File: src/rtl/instr_sequencer_if.sv
`default_nettype none
// ============================================================================
// Module   : instr_sequencer_if
// Purpose  : ROM fetch port, datapath strobes and run status of the sequencer.
// Revision : 1.0 - initial release
// ============================================================================
interface instr_sequencer_if;
    logic       start;
    logic [3:0] rom_addr;
    logic [7:0] rom_data;
    logic [1:0] rf_raddr_a;
    logic [1:0] rf_raddr_b;
    logic       rf_we;
    logic [1:0] rf_waddr;
    logic [3:0] rf_wdata;
    logic       acc_we;
    logic       alu_op;
    logic       busy;
    logic       done;
    logic       illegal_op;

    modport master (
        input  start, rom_data,
        output rom_addr, rf_raddr_a, rf_raddr_b, rf_we, rf_waddr, rf_wdata,
               acc_we, alu_op, busy, done, illegal_op
    );

    modport slave (
        output start, rom_data,
        input  rom_addr, rf_raddr_a, rf_raddr_b, rf_we, rf_waddr, rf_wdata,
               acc_we, alu_op, busy, done, illegal_op
    );
endinterface
`default_nettype wire

File: src/rtl/instr_sequencer.sv
`default_nettype none
// ============================================================================
// Module   : instr_sequencer
// Purpose  : Fetch/decode/execute controller driving ROM address and datapath
//            write strobes for the 4-bit processor.
// Revision : 1.0 - initial release
// ============================================================================
module instr_sequencer #(
    parameter logic [3:0] START_ADDR = 4'h1
) (
    input  wire logic          clk,
    input  wire logic          rst_n,
    instr_sequencer_if.master  bus
);

    typedef enum logic [2:0] {
        S_IDLE   = 3'd0,
        S_FETCH  = 3'd1,
        S_DECODE = 3'd2,
        S_EXEC   = 3'd3,
        S_DONE   = 3'd4
    } state_t;

    localparam logic [3:0] c_op_add = 4'h0;
    localparam logic [3:0] c_op_sub = 4'h1;
    localparam logic [3:0] c_op_mov = 4'h4;
    localparam logic [3:0] c_pc_max = 4'hF;

    state_t     r_state;
    logic [3:0] r_pc;
    logic [7:0] r_ir;
    logic       r_rf_we;
    logic       r_acc_we;
    logic       r_alu_op;
    logic       r_illegal;
    logic       r_busy;
    logic       r_done;

    logic       w_is_add;
    logic       w_is_sub;
    logic       w_is_mov;

    assign w_is_add = (r_ir[7:4] == c_op_add);
    assign w_is_sub = (r_ir[7:4] == c_op_sub);
    assign w_is_mov = (r_ir[7:4] == c_op_mov);

    // Operand fields come from IR only, so nothing here follows rom_data.
    assign bus.rom_addr   = r_pc;
    assign bus.rf_raddr_a = r_ir[3:2];
    assign bus.rf_raddr_b = r_ir[1:0];
    assign bus.rf_waddr   = r_ir[3:2];
    assign bus.rf_wdata   = {2'b00, r_ir[1:0]};
    assign bus.rf_we      = r_rf_we;
    assign bus.acc_we     = r_acc_we;
    assign bus.alu_op     = r_alu_op;
    assign bus.illegal_op = r_illegal;
    assign bus.busy       = r_busy;
    assign bus.done       = r_done;

    always_ff @(posedge clk or negedge rst_n) begin
        if (!rst_n) begin
            r_state   <= S_IDLE;
            r_pc      <= START_ADDR;
            r_ir      <= 8'h00;
            r_rf_we   <= 1'b0;
            r_acc_we  <= 1'b0;
            r_alu_op  <= 1'b0;
            r_illegal <= 1'b0;
            r_busy    <= 1'b0;
            r_done    <= 1'b0;
        end else begin
            case (r_state)
                S_IDLE, S_DONE: begin
                    if (bus.start) begin
                        r_pc    <= START_ADDR;
                        r_state <= S_FETCH;
                        r_busy  <= 1'b1;
                        r_done  <= 1'b0;
                    end
                end
                S_FETCH: begin
                    r_ir    <= bus.rom_data;
                    r_state <= S_DECODE;
                end
                S_DECODE: begin
                    if (r_ir == 8'h00) begin
                        r_state <= S_DONE;
                        r_busy  <= 1'b0;
                        r_done  <= 1'b1;
                    end else begin
                        // Strobes are registered here so they sit exactly in EXEC.
                        r_state   <= S_EXEC;
                        r_rf_we   <= w_is_mov;
                        r_acc_we  <= w_is_add | w_is_sub;
                        r_alu_op  <= (w_is_add | w_is_sub) & r_ir[4];
                        r_illegal <= ~(w_is_add | w_is_sub | w_is_mov);
                    end
                end
                S_EXEC: begin
                    r_rf_we   <= 1'b0;
                    r_acc_we  <= 1'b0;
                    r_alu_op  <= 1'b0;
                    r_illegal <= 1'b0;
                    if (r_pc == c_pc_max) begin
                        r_state <= S_DONE;
                        r_busy  <= 1'b0;
                        r_done  <= 1'b1;
                    end else begin
                        r_pc    <= r_pc + 4'd1;
                        r_state <= S_FETCH;
                    end
                end
                default: begin
                    r_state <= S_IDLE;
                    r_busy  <= 1'b0;
                    r_done  <= 1'b0;
                end
            endcase
        end
    end

endmodule
`default_nettype wire

File: src/flat_wrapper.sv
// flat-port wrapper written by rule: the top's interface ports become plain ports
module instr_sequencer_flat 
#(
    parameter logic [3:0] START_ADDR = 4'h1
)
  (clk, rst_n, bus_start, bus_rom_data, bus_rom_addr, bus_rf_raddr_a, bus_rf_raddr_b, bus_rf_we, bus_rf_waddr, bus_rf_wdata, bus_acc_we, bus_alu_op, bus_busy, bus_done, bus_illegal_op);
  instr_sequencer_if bus_i ();
  input  wire logic clk;
  input  wire logic rst_n;
  input wire logic [$bits(bus_i.start)-1:0] bus_start;
  input wire logic [$bits(bus_i.rom_data)-1:0] bus_rom_data;
  output wire logic [$bits(bus_i.rom_addr)-1:0] bus_rom_addr;
  output wire logic [$bits(bus_i.rf_raddr_a)-1:0] bus_rf_raddr_a;
  output wire logic [$bits(bus_i.rf_raddr_b)-1:0] bus_rf_raddr_b;
  output wire logic [$bits(bus_i.rf_we)-1:0] bus_rf_we;
  output wire logic [$bits(bus_i.rf_waddr)-1:0] bus_rf_waddr;
  output wire logic [$bits(bus_i.rf_wdata)-1:0] bus_rf_wdata;
  output wire logic [$bits(bus_i.acc_we)-1:0] bus_acc_we;
  output wire logic [$bits(bus_i.alu_op)-1:0] bus_alu_op;
  output wire logic [$bits(bus_i.busy)-1:0] bus_busy;
  output wire logic [$bits(bus_i.done)-1:0] bus_done;
  output wire logic [$bits(bus_i.illegal_op)-1:0] bus_illegal_op;
  assign bus_i.start = bus_start;
  assign bus_i.rom_data = bus_rom_data;
  assign bus_rom_addr = bus_i.rom_addr;
  assign bus_rf_raddr_a = bus_i.rf_raddr_a;
  assign bus_rf_raddr_b = bus_i.rf_raddr_b;
  assign bus_rf_we = bus_i.rf_we;
  assign bus_rf_waddr = bus_i.rf_waddr;
  assign bus_rf_wdata = bus_i.rf_wdata;
  assign bus_acc_we = bus_i.acc_we;
  assign bus_alu_op = bus_i.alu_op;
  assign bus_busy = bus_i.busy;
  assign bus_done = bus_i.done;
  assign bus_illegal_op = bus_i.illegal_op;
  instr_sequencer #(.START_ADDR(START_ADDR)) u_core (.clk(clk), .rst_n(rst_n), .bus(bus_i));
endmodule
File: config.mk
export PLATFORM = sky130hd
export DESIGN_NAME = instr_sequencer_flat
export DESIGN_NICKNAME = d
export VERILOG_FILES = /design/src/rtl/instr_sequencer_if.sv /design/src/rtl/instr_sequencer.sv /design/src/flat_wrapper.sv
export SDC_FILE = /design/constraint.sdc
export NUM_CORES = 1
export LEC_CHECK = 0
export BUFFER_PORTS_ARGS = -buffer_cell sky130_fd_sc_hd__buf_2
export CORE_ASPECT_RATIO = 1.5
export CORE_MARGIN = 2
export CORE_UTILIZATION = 45
export CTS_CLUSTER_SIZE = 8
export DETAILED_ROUTE_END_ITERATION = 10
export GPL_TIMING_DRIVEN = 0
export MAX_ROUTING_LAYER = met4
export PLACE_DENSITY = 0.71
export RECOVER_POWER = 50
export SETUP_SLACK_MARGIN = 0.02
export SYNTH_ARGS = -nofsm -noshare
export SYNTH_HDL_FRONTEND = slang
export SYNTH_SLANG_ARGS = --single-unit
File: constraint.sdc
create_clock -name clk -period 1.9 [get_ports clk]
set_input_delay 0.095 -clock clk [delete_from_list [all_inputs] [get_ports clk]]
set_output_delay 0.095 -clock clk [all_outputs]
set_load 0.005 [all_outputs]
==> metrics <==
Worst Tran Pin Value 1120 ps; Max Fclk 621 MHz; Synth top area share 0.476; Overall Power 2040 uW; via count 778; IO Count 31; DIE HEIGHT 63.2 um; CTS root buf clkbuf_4; CP max stage cell dfstp_2; crit path kind reg2reg; GPL Wtd Cong 0.796; synth warn 0; pins over their slew limit 0; min cycle time layout 1610 ps; Sum Neg Setup Slack 0 ps; Total GRT Usage 0.163; outcome finished clean; vias in the first global route 735; Pwr Density 1610 mW/mm^2; RSZ-0062 raised after global routing no; clk_skew 1.96 ps; 1st-pass router iterations 4; R2R depth 5; chip width 43.5 um; final net count 142; final setup vio count 0; die area 0.00275 mm^2; asr flop ratio synth 1.00; Synth area leaders dfrtp_1 (48%), mux2_2 (8.6%), buf_4 (7.8%), nand2_1 (4.3%), dfstp_2 (2.5%); WP data arrival 1860 ps; I/O Buffers 28; CTS tree done; Worst IR Drop VDD 0.000767 V; WHS 9.12 ps; most common cell in the netlist dfrtp_1; Hold Crit Depth 2; Post-Syn Area 0.00105 mm^2; critical path data required time 2150 ps; drt wl/cell 13.1 um; Post-synth EDFFs 0; # DRC 0; count of state elements after synthesis 21; part of the power in the clock network 0.106; worst hold path class in2reg; Pint 1290 uW; Rel. slew slack 0.257; antenna fix cells 0; DR iter-0 viols 18; Max clock buf depth 2; ys flop type dfrtp_1; Leakage 0.000607 uW; clk slew on worst S/H paths 120 ps; WP buf/inv 1; P_sw 746 uW; Critical Path Source Type flop; placed insts 146; layout cells sized above 1 0.457; Seq pwr share 0.428; CP max FO 10; largest net degree at the start of global routing 22; Final Core Density 0.569; Sw Ratio 0.366; Logic pwr share 0.466; MaxCap Viol Count 0; Critical Path Stages 5; Starting Density 0.471; synth unique cells 34; Post-Layout Cell Count 152; HPWL Detailed 1.50 mm; Post-DRT Antenna Nets 0; post-synthesis sequential area ratio 0.501; dominant delay contributor by cell family on the critical path flip-flops; post-cts repair resize count 0; TritonCTS buffer count 3; initial antenna violation count 0; CP endpoint kind flop; first-pass GRT wire length 3.31 mm; row cnt 21; total gr overflow 0; final hold violations 0; Core Box Area 0.00223 mm^2; cell taking the most area after synthesis dfrtp_1; worst-skew pair later-pin latency 310 ps; Cells after Synth 94; clock net sink count 21; H-tree depth 1; final wirelength 1.99 mm; Largest stage delay, worst path 580 ps; routed vias/inst 5.12; area delta synth->final 20.7%; Mapped Avg Cell Area 11.2 um^2; Tcrit/Tclk final 0.847; Synth top cells by count dfrtp_1 (20), nand2_1 (12), buf_4 (11), mux2_2 (8); crit-path cells ha_1 > a31oi_2 > buf_6 > nor4b_2 > a2bb2oi_2
## power groups by stage
stage / Combinational (uW) / Clock (uW) / Sequential (uW)
after floorplan: 681 / 0 / 842
after global placement: 935 / 0 / 865
after detailed placement: 965 / 0 / 882
after CTS: 970 / 224 / 871
after global routing: 1060 / 236 / 913
final: 950 / 216 / 873
## layer usage
metal,global-route usage,up-vias,share of wire
li1,-,390,-
met1,0.201,361,0.42
met2,0.263,22,0.51
met3,0.0229,5,0.053
met4,0.0682,0,0.019
met5,-,-,0
## cell type report
class                      count  area [um^2]
fill                         196          963
clock buffer                   3         22.5
sequential                    21          527
inverter                       1         3.75
tap                           23         28.8
timing repair buffer          30          158
clock inverter                 1         5.00
buffer                        13          105
multi-input combinational     60          420
## placed cells by master (no fill, tap or decap)
cell type / count
buf_4: 11
a211oi_2: 1
dfrtp_1: 20
nor3_1: 3
o21ai_1: 1
o21ai_0: 4
xnor2_1: 1
or2_2: 1
a21oi_1: 2
a311oi_1: 1
nor2_1: 4
nor4b_2: 1
dlygate4sd3_1: 2
ha_1: 1
nand3b_1: 1
buf_6: 2
a21bo_2: 1
dfstp_2: 1
clkbuf_1: 2
o211a_1: 1
o31ai_1: 2
nor4_1: 2
a211oi_1: 1
inv_1: 1
buf_2: 26
a2bb2oi_2: 1
a31oi_2: 1
nand3_1: 2
nand2_1: 12
nor4b_1: 1
nand3b_2: 1
clkinv_2: 1
nand2b_1: 1
and2_1: 1
nor3b_1: 1
mux2_2: 8
clkbuf_4: 3
o31a_1: 1
conb_1: 2
## path summary, 6_finish.rpt
| path | slack, ps | start | end |
|---|---|---|---|
| worst min-delay path | 9 | bus_rom_data[6] | u_core.r_ir[6]$_DFFE_PN0N_ |
| worst max-delay path | 290 | u_core.bus.rom_addr[0]$_DFFE_PN1P_ | u_core.bus.busy$_DFFE_PN0P_ |
| min in group asynchronous | 510 | rst_n | u_core.bus.acc_we$_DFFE_PN0P_ |
| worst max register to register | 290 | u_core.bus.rom_addr[0]$_DFFE_PN1P_ | u_core.bus.busy$_DFFE_PN0P_ |
| worst min register to register | 530 | u_core.bus.alu_op$_DFFE_PN0P_ | u_core.bus.alu_op$_DFFE_PN0P_ |
| max in group asynchronous | 730 | rst_n | u_core.r_ir[5]$_DFFE_PN0N_ |
## flip-flops by register name, indices dropped and copies added, names as in the netlist
name	count
u_core.bus.illegal_op	1
u_core.r_state	3
u_core.bus.rf_we	1
u_core.bus.alu_op	1
u_core.bus.rom_addr	4
u_core.bus.done	1
u_core.bus.busy	1
u_core.bus.acc_we	1
u_core.r_ir	8
## through the flow
stage          area (um^2)  worst slack [ps]
4_1_cts               1260               280
6_report              1270               291
3_5_place_dp          1220               307
5_1_grt               1270               185
2_1_floorplan         1060               448
3_3_place_gp          1220               376
## cells by family after synthesis
| group | share of synthesized area |
|---|---|
| flops | 0.501 |
| mux | 0.0856 |
| buf+inv | 0.103 |
| simple gates | 0.158 |
| fa+ha+maj | 0.0119 |
| compound gates | 0.128 |
| other cells | 0.00356 |
| xor+xnor | 0.00832 |
## what timing repair did
item | CTS | global route
buffers inserted | 0 | 0
endpoints found under the setup margin | 0 | 0
hold buffers | 1 | 1
hold endpoints to repair | 20 | 1
No activity file was read; power rests on OpenSTA's default activity.
